--- src/rtl/debug_mem_access_pkg.sv ---
// Shared types for the debug memory-access path: FSM states, response status codes
// and the opcode constants also used by the JTAG debug controller.
package debug_mem_access_pkg;

  typedef enum logic [2:0] {
    ST_IDLE  = 3'd0,
    ST_HALT  = 3'd1,
    ST_REQ   = 3'd2,
    ST_RDATA = 3'd3,
    ST_DONE  = 3'd4
  } state_e;

  typedef enum logic [1:0] {
    DBG_ST_OK        = 2'b00,
    DBG_ST_HALT_TO   = 2'b01,
    DBG_ST_GNT_TO    = 2'b10,
    DBG_ST_RVALID_TO = 2'b11
  } status_e;

  localparam logic [3:0] DEBUGOP_NOP      = 4'h0;
  localparam logic [3:0] DEBUGOP_CPUHALT  = 4'h1;
  localparam logic [3:0] DEBUGOP_CPURUN   = 4'h2;
  localparam logic [3:0] DEBUGOP_IMEM_RD  = 4'h4;
  localparam logic [3:0] DEBUGOP_IMEM_WR  = 4'h5;
  localparam logic [3:0] DEBUGOP_DMEM_RD  = 4'h6;
  localparam logic [3:0] DEBUGOP_DMEM_WR  = 4'h7;

endpackage

--- src/rtl/debug_mem_access_if.sv ---
// Command, core-halt, memory-bus and response signals of the debug memory sequencer.
// The slave modport is the sequencer's view; master is the controller/core/memory side.
interface debug_mem_access_if #(
  parameter int ADDR_W = 32,
  parameter int DATA_W = 32
) ();

  logic              cmd_valid;
  logic              cmd_ready;
  logic              cmd_write;
  logic              cmd_dmem;
  logic [ADDR_W-1:0] cmd_addr;
  logic [DATA_W-1:0] cmd_wdata;

  logic              cpu_halt_req;
  logic              cpu_halted;

  logic              mem_req;
  logic              mem_gnt;
  logic              mem_we;
  logic              mem_dmem;
  logic [ADDR_W-1:0] mem_addr;
  logic [DATA_W-1:0] mem_wdata;
  logic              mem_rvalid;
  logic [DATA_W-1:0] mem_rdata;

  logic              rsp_valid;
  logic [DATA_W-1:0] rsp_rdata;
  logic [1:0]        rsp_status;

  modport slave (
    input  cmd_valid, cmd_write, cmd_dmem, cmd_addr, cmd_wdata,
    input  cpu_halted, mem_gnt, mem_rvalid, mem_rdata,
    output cmd_ready, cpu_halt_req,
    output mem_req, mem_we, mem_dmem, mem_addr, mem_wdata,
    output rsp_valid, rsp_rdata, rsp_status
  );

  modport master (
    output cmd_valid, cmd_write, cmd_dmem, cmd_addr, cmd_wdata,
    output cpu_halted, mem_gnt, mem_rvalid, mem_rdata,
    input  cmd_ready, cpu_halt_req,
    input  mem_req, mem_we, mem_dmem, mem_addr, mem_wdata,
    input  rsp_valid, rsp_rdata, rsp_status
  );

endinterface

--- src/rtl/debug_mem_access.sv ---
// Debug memory-access sequencer: halts the core, runs one req/gnt/rvalid bus transaction
// and reports read data plus a status word back to the JTAG debug controller.
module debug_mem_access
  import debug_mem_access_pkg::*;
#(
  parameter int ADDR_W  = 32,
  parameter int DATA_W  = 32,
  parameter int TIMEOUT = 255,
  parameter int CNT_W   = 8
) (
  input  logic               cpu_clk,
  input  logic               cpu_rstn,
  debug_mem_access_if.slave  bus
);

  state_e            state_q, state_d;
  logic [CNT_W-1:0]  cnt_q, cnt_d;
  logic              cmd_ready_q, cmd_ready_d;
  logic              halt_req_q, halt_req_d;
  logic              mem_req_q, mem_req_d;
  logic              we_q, we_d;
  logic              dmem_q, dmem_d;
  logic [ADDR_W-1:0] addr_q, addr_d;
  logic [DATA_W-1:0] wdata_q, wdata_d;
  logic              rsp_valid_q, rsp_valid_d;
  logic [DATA_W-1:0] rsp_rdata_q, rsp_rdata_d;
  status_e           rsp_status_q, rsp_status_d;

  logic accept;
  logic timeout_hit;

  // cmd_ready is also high in DONE, but a command is only taken from IDLE
  assign accept      = bus.cmd_valid && cmd_ready_q && (state_q == ST_IDLE);
  assign timeout_hit = (cnt_q == CNT_W'(TIMEOUT - 1));

  always_comb begin
    state_d      = state_q;
    halt_req_d   = halt_req_q;
    mem_req_d    = mem_req_q;
    we_d         = we_q;
    dmem_d       = dmem_q;
    addr_d       = addr_q;
    wdata_d      = wdata_q;
    rsp_rdata_d  = rsp_rdata_q;
    rsp_status_d = rsp_status_q;

    unique case (state_q)
      ST_IDLE: begin
        if (accept) begin
          state_d    = ST_HALT;
          halt_req_d = 1'b1;
          we_d       = bus.cmd_write;
          dmem_d     = bus.cmd_dmem;
          addr_d     = bus.cmd_addr;
          wdata_d    = bus.cmd_wdata;
        end
      end
      ST_HALT: begin
        if (bus.cpu_halted) begin
          state_d   = ST_REQ;
          mem_req_d = 1'b1;
        end else if (timeout_hit) begin
          state_d      = ST_DONE;
          rsp_status_d = DBG_ST_HALT_TO;
        end
      end
      ST_REQ: begin
        if (bus.mem_gnt) begin
          mem_req_d = 1'b0;
          if (we_q) begin
            state_d      = ST_DONE;
            rsp_status_d = DBG_ST_OK;
          end else begin
            state_d = ST_RDATA;
          end
        end else if (timeout_hit) begin
          mem_req_d    = 1'b0;
          state_d      = ST_DONE;
          rsp_status_d = DBG_ST_GNT_TO;
        end
      end
      ST_RDATA: begin
        if (bus.mem_rvalid) begin
          state_d      = ST_DONE;
          rsp_rdata_d  = bus.mem_rdata;
          rsp_status_d = DBG_ST_OK;
        end else if (timeout_hit) begin
          state_d      = ST_DONE;
          rsp_status_d = DBG_ST_RVALID_TO;
        end
      end
      ST_DONE: begin
        state_d = ST_IDLE;
      end
      default: begin
        state_d = ST_IDLE;
      end
    endcase

    rsp_valid_d = (state_d == ST_DONE);
    if (state_d == ST_DONE) begin
      halt_req_d = 1'b0;
    end
    cmd_ready_d = (state_d == ST_IDLE) || (state_d == ST_DONE);

    // Counter restarts on every state entry and only runs in the waiting states
    if ((state_d == state_q) &&
        (state_q == ST_HALT || state_q == ST_REQ || state_q == ST_RDATA)) begin
      cnt_d = cnt_q + 1'b1;
    end else begin
      cnt_d = '0;
    end
  end

  always_ff @(posedge cpu_clk or negedge cpu_rstn) begin
    if (!cpu_rstn) begin
      state_q      <= ST_IDLE;
      cnt_q        <= '0;
      cmd_ready_q  <= 1'b1;
      halt_req_q   <= 1'b0;
      mem_req_q    <= 1'b0;
      we_q         <= 1'b0;
      dmem_q       <= 1'b0;
      addr_q       <= '0;
      wdata_q      <= '0;
      rsp_valid_q  <= 1'b0;
      rsp_rdata_q  <= '0;
      rsp_status_q <= DBG_ST_OK;
    end else begin
      state_q      <= state_d;
      cnt_q        <= cnt_d;
      cmd_ready_q  <= cmd_ready_d;
      halt_req_q   <= halt_req_d;
      mem_req_q    <= mem_req_d;
      we_q         <= we_d;
      dmem_q       <= dmem_d;
      addr_q       <= addr_d;
      wdata_q      <= wdata_d;
      rsp_valid_q  <= rsp_valid_d;
      rsp_rdata_q  <= rsp_rdata_d;
      rsp_status_q <= rsp_status_d;
    end
  end

  assign bus.cmd_ready    = cmd_ready_q;
  assign bus.cpu_halt_req = halt_req_q;
  assign bus.mem_req      = mem_req_q;
  assign bus.mem_we       = mem_req_q & we_q;
  assign bus.mem_dmem     = mem_req_q & dmem_q;
  assign bus.mem_addr     = mem_req_q ? addr_q  : '0;
  assign bus.mem_wdata    = mem_req_q ? wdata_q : '0;
  assign bus.rsp_valid    = rsp_valid_q;
  assign bus.rsp_rdata    = rsp_rdata_q;
  assign bus.rsp_status   = rsp_status_q;

endmodule

--- src/flat_wrapper.sv ---
// flat-port wrapper written by rule: the top's interface ports become plain ports
module debug_mem_access_flat import debug_mem_access_pkg::*;
#(
  parameter int ADDR_W  = 32,
  parameter int DATA_W  = 32,
  parameter int TIMEOUT = 255,
  parameter int CNT_W   = 8
)
  (cpu_clk, cpu_rstn, bus_cmd_valid, bus_cmd_write, bus_cmd_dmem, bus_cmd_addr, bus_cmd_wdata, bus_cpu_halted, bus_mem_gnt, bus_mem_rvalid, bus_mem_rdata, bus_cmd_ready, bus_cpu_halt_req, bus_mem_req, bus_mem_we, bus_mem_dmem, bus_mem_addr, bus_mem_wdata, bus_rsp_valid, bus_rsp_rdata, bus_rsp_status);
  debug_mem_access_if #(.ADDR_W(ADDR_W), .DATA_W(DATA_W)) bus_i ();
  input  logic cpu_clk;
  input  logic cpu_rstn;
  input wire logic [$bits(bus_i.cmd_valid)-1:0] bus_cmd_valid;
  input wire logic [$bits(bus_i.cmd_write)-1:0] bus_cmd_write;
  input wire logic [$bits(bus_i.cmd_dmem)-1:0] bus_cmd_dmem;
  input wire logic [$bits(bus_i.cmd_addr)-1:0] bus_cmd_addr;
  input wire logic [$bits(bus_i.cmd_wdata)-1:0] bus_cmd_wdata;
  input wire logic [$bits(bus_i.cpu_halted)-1:0] bus_cpu_halted;
  input wire logic [$bits(bus_i.mem_gnt)-1:0] bus_mem_gnt;
  input wire logic [$bits(bus_i.mem_rvalid)-1:0] bus_mem_rvalid;
  input wire logic [$bits(bus_i.mem_rdata)-1:0] bus_mem_rdata;
  output wire logic [$bits(bus_i.cmd_ready)-1:0] bus_cmd_ready;
  output wire logic [$bits(bus_i.cpu_halt_req)-1:0] bus_cpu_halt_req;
  output wire logic [$bits(bus_i.mem_req)-1:0] bus_mem_req;
  output wire logic [$bits(bus_i.mem_we)-1:0] bus_mem_we;
  output wire logic [$bits(bus_i.mem_dmem)-1:0] bus_mem_dmem;
  output wire logic [$bits(bus_i.mem_addr)-1:0] bus_mem_addr;
  output wire logic [$bits(bus_i.mem_wdata)-1:0] bus_mem_wdata;
  output wire logic [$bits(bus_i.rsp_valid)-1:0] bus_rsp_valid;
  output wire logic [$bits(bus_i.rsp_rdata)-1:0] bus_rsp_rdata;
  output wire logic [$bits(bus_i.rsp_status)-1:0] bus_rsp_status;
  assign bus_i.cmd_valid = bus_cmd_valid;
  assign bus_i.cmd_write = bus_cmd_write;
  assign bus_i.cmd_dmem = bus_cmd_dmem;
  assign bus_i.cmd_addr = bus_cmd_addr;
  assign bus_i.cmd_wdata = bus_cmd_wdata;
  assign bus_i.cpu_halted = bus_cpu_halted;
  assign bus_i.mem_gnt = bus_mem_gnt;
  assign bus_i.mem_rvalid = bus_mem_rvalid;
  assign bus_i.mem_rdata = bus_mem_rdata;
  assign bus_cmd_ready = bus_i.cmd_ready;
  assign bus_cpu_halt_req = bus_i.cpu_halt_req;
  assign bus_mem_req = bus_i.mem_req;
  assign bus_mem_we = bus_i.mem_we;
  assign bus_mem_dmem = bus_i.mem_dmem;
  assign bus_mem_addr = bus_i.mem_addr;
  assign bus_mem_wdata = bus_i.mem_wdata;
  assign bus_rsp_valid = bus_i.rsp_valid;
  assign bus_rsp_rdata = bus_i.rsp_rdata;
  assign bus_rsp_status = bus_i.rsp_status;
  debug_mem_access #(.ADDR_W(ADDR_W), .DATA_W(DATA_W), .TIMEOUT(TIMEOUT), .CNT_W(CNT_W)) u_core (.cpu_clk(cpu_clk), .cpu_rstn(cpu_rstn), .bus(bus_i));
endmodule
--- config.mk ---
export PLATFORM = sky130hd
export DESIGN_NAME = debug_mem_access_flat
export DESIGN_NICKNAME = d
export VERILOG_FILES = /design/src/rtl/debug_mem_access_pkg.sv /design/src/rtl/debug_mem_access_if.sv /design/src/rtl/debug_mem_access.sv /design/src/flat_wrapper.sv
export SDC_FILE = /design/constraint.sdc
export NUM_CORES = 1
export LEC_CHECK = 0
export ABC_AREA = 1
export CORE_MARGIN = 3
export CORE_UTILIZATION = 43
export CTS_CLUSTER_DIAMETER = 80
export DETAILED_ROUTE_END_ITERATION = 8
export PLACE_DENSITY_LB_ADDON = 0.12
export SYNTH_ARGS = -nofsm -noshare
export SYNTH_HDL_FRONTEND = slang
export SYNTH_SLANG_ARGS = --single-unit
--- constraint.sdc ---
create_clock -name cpu_clk -period 1.6 [get_ports cpu_clk]
set_input_delay 0.32 -clock cpu_clk [delete_from_list [all_inputs] [get_ports cpu_clk]]
set_output_delay 0.32 -clock cpu_clk [all_outputs]
set_load 0.05 [all_outputs]
==> results of run 1 <==
==> where the power goes <==
group	internal, uW	leakage, uW	switching (uW)	total, uW
clock	2670	0.000300	1280	3950
sequential	4250	0.00140	794	5040
combinational	6620	0.00247	8090	14700
==> state kept, by name (all words and copies together), names as in the netlist <==
signal                   flops
u_core.cnt_q                 8
u_core.bus.mem_req           1
u_core.bus.cpu_halt_req      1
u_core.bus.rsp_rdata        32
u_core.bus.rsp_status        2
u_core.addr_q               32
u_core.bus.cmd_ready         1
u_core.wdata_q              32
u_core.bus.rsp_valid         1
u_core.dmem_q                1
u_core.we_q                  1
u_core.state_q               3
==> cells by family (layout without fill, tap and decap cells) <==
family | Yosys count | in the layout | share of synthesized area [%]
flip-flops | 115 | 115 | 56.5
buffers and inverters | 97 | 334 | 8.13
adder cells (fa/ha/maj) | 2 | 2 | 0.491
AO/OA/AOI/OAI | 7 | 7 | 0.761
multiplexers | 97 | 97 | 22.7
XOR/XNOR | 6 | 6 | 1.03
AND/OR/NAND/NOR | 123 | 123 | 10.4
==> layout by cell type, fill, tap and decap left out, types with 2 or more instances in the layout <==
master	n
buf_4	39
mux2_4	17
xnor2_1	2
clkinvlp_4	32
clkinv_2	4
clkdlybuf4s50_1	102
inv_2	24
nand2_1	54
inv_1	26
clkbuf_8	2
o21ai_0	3
clkbuf_16	17
nand3_1	10
mux2_1	28
nand4_1	4
mux2_2	52
xor2_1	4
nor2_1	16
bufinv_16	4
ha_1	2
dfrtp_1	113
a21oi_1	3
nor2_4	2
nand2_2	32
buf_12	79
nor2_2	2
clkbuf_1	3
==> per-layer routing <==
layer	up-vias	global-route usage [%]	part of all wire, %
met1	1884	23.6	39
met4	0	8.29	2.0
met2	137	36.0	54
li1	1854	-	-
met5	-	0	0
met3	22	5.37	5.8
==> cell type report <==
cell class                 instances  area, sq um
fill                             749         2610
inverter                          80          413
clock inverter                    10          155
timing repair buffer             222         2920
clock buffer                      22          464
tap                              143          179
sequential                       115         2880
multi-input combinational        235         1900
==> worst max-delay path: stages (launching register included) <==
cell and delay, ns:
dfrtp_2 0.45, buf_12 0.18, nand2_1 0.11, clkinvlp_4 0.11
buf_12 0.15
==> final timing paths <==
| path | start | endpoint | slack, ns | cells past startpoint |
|---|---|---|---|---|
| min in group cpu_clk | u_core.bus.rsp_rdata[16] | u_core.bus.rsp_rdata[16] | 0.49 | 1 |
| max in group asynchronous | cpu_rstn | u_core.addr_q[5] | 0.62 | 3 |
| max reg2reg | u_core.state_q[0] | u_core.bus.rsp_rdata[2] | 0.07 | 6 |
| max | u_core.bus.mem_req | bus_mem_addr[30] | -0.13 | 4 |
| min | cpu_rstn | u_core.wdata_q[13] | 0.38 | 2 |
| min reg2reg | u_core.bus.rsp_rdata[16] | u_core.bus.rsp_rdata[16] | 0.49 | 1 |
==> metrics by stage <==
| step | utilization [%] | total power, uW | hold WS, ns |
|---|---|---|---|
| final | 77.4 | 23700 | 0.376 |
| after CTS | 77.0 | 23800 | 0.351 |
| after global placement | 71.1 | 19300 | 0.243 |
| after detailed placement | 71.1 | 19500 | 0.247 |
| after floorplan | - | 13100 | 0.0244 |
| after global routing | 77.4 | 24700 | 0.378 |
==> timing repair <==
item | in CTS | in global routing
hold buffers | 1 | 0
resized for setup | 44 | 14
hold endpoints to repair | 20 | 0
pin swaps | 0 | 1
setup buffers | 0 | 0
cloned | 0 | 0
endpoints found under the setup margin | 66 | 77
==> flow_results.xml, run 1 <==
<?xml version="1.0" encoding="UTF-8"?>
<metrics>
  <group name="die">
    <metric name="coreArea" unit="sq um">11500</metric>
    <metric name="fp-row-count" unit="">39</metric>
    <metric name="die_width" unit="um">115</metric>
    <metric name="start_util" unit="%">44.2</metric>
    <metric name="die_height" unit="um">115</metric>
    <metric name="number_of_top_level_pins" unit="">208</metric>
    <metric name="dieArea" unit="sq um">13200</metric>
  </group>
  <group name="timing">
    <metric name="setup_violations" unit="">66</metric>
    <metric name="finalWorstSetupSlack" unit="ns">-0.131</metric>
    <metric name="finalCriticalPeriod" unit="ns">1.73</metric>
    <metric name="rsz0062_at_grt" unit="">true</metric>
    <metric name="finalSetupTns" unit="ns">-4.98</metric>
    <metric name="max-slew-margin-rel" unit="%">78.0</metric>
    <metric name="worst_clock_skew" unit="ns">0.00891</metric>
    <metric name="drv_slew" unit="">0</metric>
    <metric name="finalHoldViolations" unit="">0</metric>
    <metric name="timing.final.crit_share" unit="%">108</metric>
    <metric name="worst-slew-pin-transition" unit="ns">0.331</metric>
    <metric name="clock.fmax" unit="GHz">0.578</metric>
  </group>
  <group name="drt">
    <metric name="vias_per_cell" unit="">4.71</metric>
    <metric name="drc" unit="">0</metric>
    <metric name="routedWlPerCell" unit="um">15.8</metric>
    <metric name="antenna_left" unit="">0</metric>
    <metric name="routed_wirelength" unit="um">13100</metric>
    <metric name="first_pass_iters" unit="">5</metric>
    <metric name="initialDrtViolationCount" unit="">114</metric>
    <metric name="routed-via-count" unit="">3897</metric>
  </group>
  <group name="synthesis">
    <metric name="yosysWarnings" unit="">0</metric>
    <metric name="async_reset_ff_share" unit="%">100</metric>
    <metric name="synth-seq-cells" unit="">115</metric>
    <metric name="cell_count_after_synthesis" unit="">447</metric>
    <metric name="synthDominantCellAreaShare" unit="%">56.0</metric>
    <metric name="post_synth_most_frequent_cells" unit="">dfrtp_1, nand2_1, inv_1</metric>
    <metric name="yosysSeqAreaShare" unit="%">56.5</metric>
    <metric name="ys_types" unit="">27</metric>
    <metric name="syn-cell-area" unit="sq um">5090</metric>
    <metric name="edff_count_synth" unit="">0</metric>
    <metric name="synth_area_leader_cell" unit="">dfrtp_1</metric>
    <metric name="synthMostInstantiatedCell" unit="">dfrtp_1</metric>
    <metric name="synth_top_cells_by_area" unit="">dfrtp_1, mux2_2, mux2_1, nand2_1, inv_1</metric>
    <metric name="avgSynthCellArea" unit="sq um">11.4</metric>
    <metric name="synth_fp_nets" unit="">553</metric>
    <metric name="postSynth.topFlopCell" unit="">dfrtp_1</metric>
  </group>
  <group name="layout">
    <metric name="layout-drive-gt1-share" unit="%">45.8</metric>
    <metric name="synthToLayoutAreaGrowth" unit="%">74.9</metric>
    <metric name="layout.nets" unit="">777</metric>
    <metric name="cell_area_after_layout" unit="sq um">8910</metric>
    <metric name="n_antenna_cell" unit="">0</metric>
    <metric name="instances_no_fill" unit="">827</metric>
  </group>
  <group name="power_and_ir_drop">
    <metric name="vdd_drop_max" unit="mV">1.67</metric>
    <metric name="power.density" unit="nW/um^2">2660</metric>
    <metric name="power.static_leakage" unit="uW">0.00417</metric>
  </group>
  <group name="clock_tree">
    <metric name="number_of_cts_inserted_buffers" unit="">17</metric>
    <metric name="h-tree-depth" unit="">4</metric>
    <metric name="cts-root-to-sink-buffers" unit="">2</metric>
    <metric name="cts-root-buf" unit="">clkbuf_16</metric>
    <metric name="clock_sinks" unit="">115</metric>
    <metric name="insertion_delay" unit="ns">0.41</metric>
    <metric name="clk_transition_reported_paths" unit="ns">0.05</metric>
    <metric name="cts_tree" unit="">done</metric>
  </group>
  <group name="placed_design">
    <metric name="place.detailed.hpwl" unit="um">9540</metric>
    <metric name="pre_cts_slack" unit="ns">-0.140</metric>
    <metric name="number_of_cells_after_detailed_placement" unit="">794</metric>
    <metric name="gp_congestion" unit="">0.827</metric>
    <metric name="placedInstanceArea" unit="sq um">8180</metric>
    <metric name="i_o_buffers" unit="">207</metric>
  </group>
  <group name="grt">
    <metric name="grt_antenna_before_repair" unit="">0</metric>
    <metric name="track_usage" unit="%">20.4</metric>
    <metric name="grt.overflow.total" unit="">0</metric>
    <metric name="grt_max_degree" unit="">55</metric>
    <metric name="grt_pass1_vias" unit="">4180</metric>
    <metric name="grt_pass1_wl" unit="um">20700</metric>
  </group>
  <group name="critical_path">
    <metric name="worstSetupEndpointType" unit="">output port</metric>
    <metric name="path_class" unit="">register to output port</metric>
    <metric name="worstPathArrival" unit="ns">1.41</metric>
    <metric name="critical_path.max_fanout" unit="">27</metric>
    <metric name="startpoint_types" unit="">register</metric>
    <metric name="cp_data_required_time" unit="ns">1.28</metric>
  </group>
  <group name="min_path">
    <metric name="hp-class" unit="">input pin to asynchronous set/reset pin</metric>
  </group>
  <group name="outcome">
    <metric name="violations_in_the_final_reports" unit="">negative setup slack</metric>
    <metric name="status" unit="">complete, but fails checks</metric>
  </group>
  <group name="run">
    <metric name="cap_violations" unit="">0</metric>
  </group>
</metrics>
No activity file was read; power rests on OpenSTA's default activity.
==> run 2: changes to the inputs <==
- CORE_UTILIZATION: 43 -> 30
- CTS_CLUSTER_DIAMETER: 80 -> unset
==> flow_results.xml, run 2 (synthesis results as in run 1) <==
<?xml version="1.0" encoding="UTF-8"?>
<metrics>
  <group name="outcome">
    <metric name="status" unit="">complete, but fails checks</metric>
    <metric name="violations_in_the_final_reports" unit="">negative setup slack</metric>
  </group>
  <group name="timing">
    <metric name="timing.final.crit_share" unit="%">108</metric>
    <metric name="finalCriticalPeriod" unit="ns">1.73</metric>
    <metric name="worst_clock_skew" unit="ns">0.00698</metric>
    <metric name="worst-slew-pin-transition" unit="ns">0.298</metric>
    <metric name="max-slew-margin-rel" unit="%">80.1</metric>
    <metric name="drv_slew" unit="">0</metric>
    <metric name="setup_violations" unit="">66</metric>
    <metric name="rsz0062_at_grt" unit="">true</metric>
    <metric name="finalWorstSetupSlack" unit="ns">-0.128</metric>
    <metric name="finalHoldViolations" unit="">0</metric>
    <metric name="clock.fmax" unit="GHz">0.579</metric>
  </group>
  <group name="layout">
    <metric name="synthToLayoutAreaGrowth" unit="%">74.9</metric>
    <metric name="num-fill-cells" unit="">1416</metric>
    <metric name="layout.core_utilization" unit="%">53.7</metric>
    <metric name="layout.cells.most_common" unit="">dfrtp_1</metric>
    <metric name="n_antenna_cell" unit="">0</metric>
    <metric name="layout.nets" unit="">771</metric>
    <metric name="leading_cell_types_in_the_layout_fill_and_taps_excluded" unit="">dfrtp_1, clkdlybuf4s50_1, buf_12, nand2_1, mux2_2</metric>
    <metric name="layout-drive-gt1-share" unit="%">46.1</metric>
  </group>
  <group name="critical_path">
    <metric name="rrSetupSlack" unit="ns">0.09</metric>
    <metric name="critical_path.reg2reg.endpoint" unit="">u_core.wdata_q[2]</metric>
    <metric name="worstPathArrival" unit="ns">1.41</metric>
    <metric name="cp_data_required_time" unit="ns">1.28</metric>
    <metric name="reg2regPathDepth" unit="">4</metric>
    <metric name="path_class" unit="">register to output port</metric>
    <metric name="r2r-start" unit="">u_core.state_q[0]</metric>
    <metric name="worstSetupEndpointType" unit="">output port</metric>
    <metric name="cp-startpoint" unit="">u_core.bus.mem_req</metric>
    <metric name="critical_path.max_fanout" unit="">41</metric>
    <metric name="startpoint_types" unit="">register</metric>
  </group>
  <group name="die">
    <metric name="start_util" unit="%">30.7</metric>
    <metric name="die_height" unit="um">136</metric>
    <metric name="coreArea" unit="sq um">16600</metric>
    <metric name="number_of_top_level_pins" unit="">208</metric>
    <metric name="dieArea" unit="sq um">18600</metric>
    <metric name="fp-row-count" unit="">47</metric>
    <metric name="die_width" unit="um">136</metric>
  </group>
  <group name="clock_tree">
    <metric name="cts-root-to-sink-buffers" unit="">2</metric>
    <metric name="cts-root-buf" unit="">clkbuf_16</metric>
    <metric name="insertion_delay" unit="ns">0.40</metric>
    <metric name="number_of_cts_inserted_buffers" unit="">17</metric>
    <metric name="clk_transition_reported_paths" unit="ns">0.05</metric>
    <metric name="clock_sinks" unit="">115</metric>
    <metric name="h-tree-depth" unit="">4</metric>
    <metric name="cts_tree" unit="">done</metric>
  </group>
  <group name="grt">
    <metric name="grt_pass1_wl" unit="um">20100</metric>
    <metric name="track_usage" unit="%">14.1</metric>
    <metric name="grt_antenna_before_repair" unit="">0</metric>
    <metric name="grt.overflow.total" unit="">0</metric>
    <metric name="grt_max_degree" unit="">50</metric>
    <metric name="grt_pass1_vias" unit="">3968</metric>
  </group>
  <group name="placed_design">
    <metric name="gp_congestion" unit="">0.794</metric>
    <metric name="place.detailed.hpwl" unit="um">10000</metric>
    <metric name="i_o_buffers" unit="">207</metric>
    <metric name="pre_cts_slack" unit="ns">-0.0980</metric>
  </group>
  <group name="drt">
    <metric name="routedWlPerCell" unit="um">14.3</metric>
    <metric name="initialDrtViolationCount" unit="">136</metric>
    <metric name="antenna_left" unit="">0</metric>
    <metric name="routed_wirelength" unit="um">12800</metric>
    <metric name="routed-via-count" unit="">3770</metric>
    <metric name="vias_per_cell" unit="">4.21</metric>
    <metric name="first_pass_iters" unit="">4</metric>
    <metric name="drc" unit="">0</metric>
  </group>
  <group name="min_path">
    <metric name="hp-class" unit="">input pin to asynchronous set/reset pin</metric>
  </group>
  <group name="run">
    <metric name="cap_violations" unit="">0</metric>
  </group>
  <group name="power_and_ir_drop">
    <metric name="power.density" unit="nW/um^2">2610</metric>
    <metric name="power.static_leakage" unit="uW">0.00410</metric>
    <metric name="vdd_drop_max" unit="mV">1.18</metric>
  </group>
</metrics>
==> run 2: cell types whose count changed in the layout (fill, tap and decap cells not counted), sizes merged <==
cell,previous run,this run
buf,119,113
bufinv,4,3
clkbuf,22,20
clkinv,4,3
clkinvlp,32,33
==> run 2: where the power goes <==
part	internal (uW)	leakage [uW]	switching, uW	total, uW
Sequential	4250	0.00140	765	5010
Clock	2540	0.000286	1240	3780
Combinational	6520	0.00241	7980	14500
Total	13300	0.00410	9990	23300
==> run 2: worst max-delay path: stages (launching register included) <==
cell and delay (ns):
dfrtp_2 0.43, buf_12 0.19, nand2_1 0.12, clkinvlp_4 0.11, buf_12 0.15
==> run 2: cell type report <==
type                            instances  area (sq um)  area share (%)
Timing Repair Buffer                  216          2870            32.2
Sequential cell                       115          2880            32.3
Clock buffer                           20           467            5.24
Inverter                               80           413            4.63
Multi-Input combinational cell        235          1870            21.0
Clock inverter                          9           131            1.47
Tap cell                              220           275            3.09
==> run 2: metal layers <==
layer	part of all wire [%]	wire length, um	vias up	GRT usage, %
met2	53	6760	105	24.4
met4	1.3	167	0	5.49
met1	41	5240	1819	16.4
met5	0	0	-	0
met3	5.2	662	14	4.00
li1	-	-	1832	-
==> run 2: how the worst max path moves through the flow <==
stage / slack, ns / end / cells past startpoint
detailed placement: -0.1 / u_core.wdata_q[2] / 4
finish: -0.13 / bus_mem_addr[10] / 4
global placement: -0.09 / u_core.wdata_q[2] / 4
global route: -0.19 / bus_mem_addr[5] / 4
CTS: -0.16 / bus_mem_addr[4] / 4
floorplan: 0.03 / u_core.addr_q[30] / 4
==> run 2: what timing repair did <==
item                                    in CTS  in global routing
hold buffers                                 1                  0
pin swaps                                    0                  0
gates resized for setup                     51                  9
endpoints found under the setup margin      66                 77
setup buffers                                0                  0
hold endpoints to repair                    16                  0
==> run 2: per-stage QoR <==
step                power [uW]  hold slack, ns  TNS, ns  std cells  area (sq um)
floorplan                13100          0.0244        0        447          5220
global placement         19200           0.226    -4.90        865          8240
detailed placement       19400           0.235    -5.41        865          8240
CTS                      23600           0.344    -6.77        895          8880
global route             24400           0.371    -8.92        895          8910
finish                   23300           0.354    -4.55        895          8910
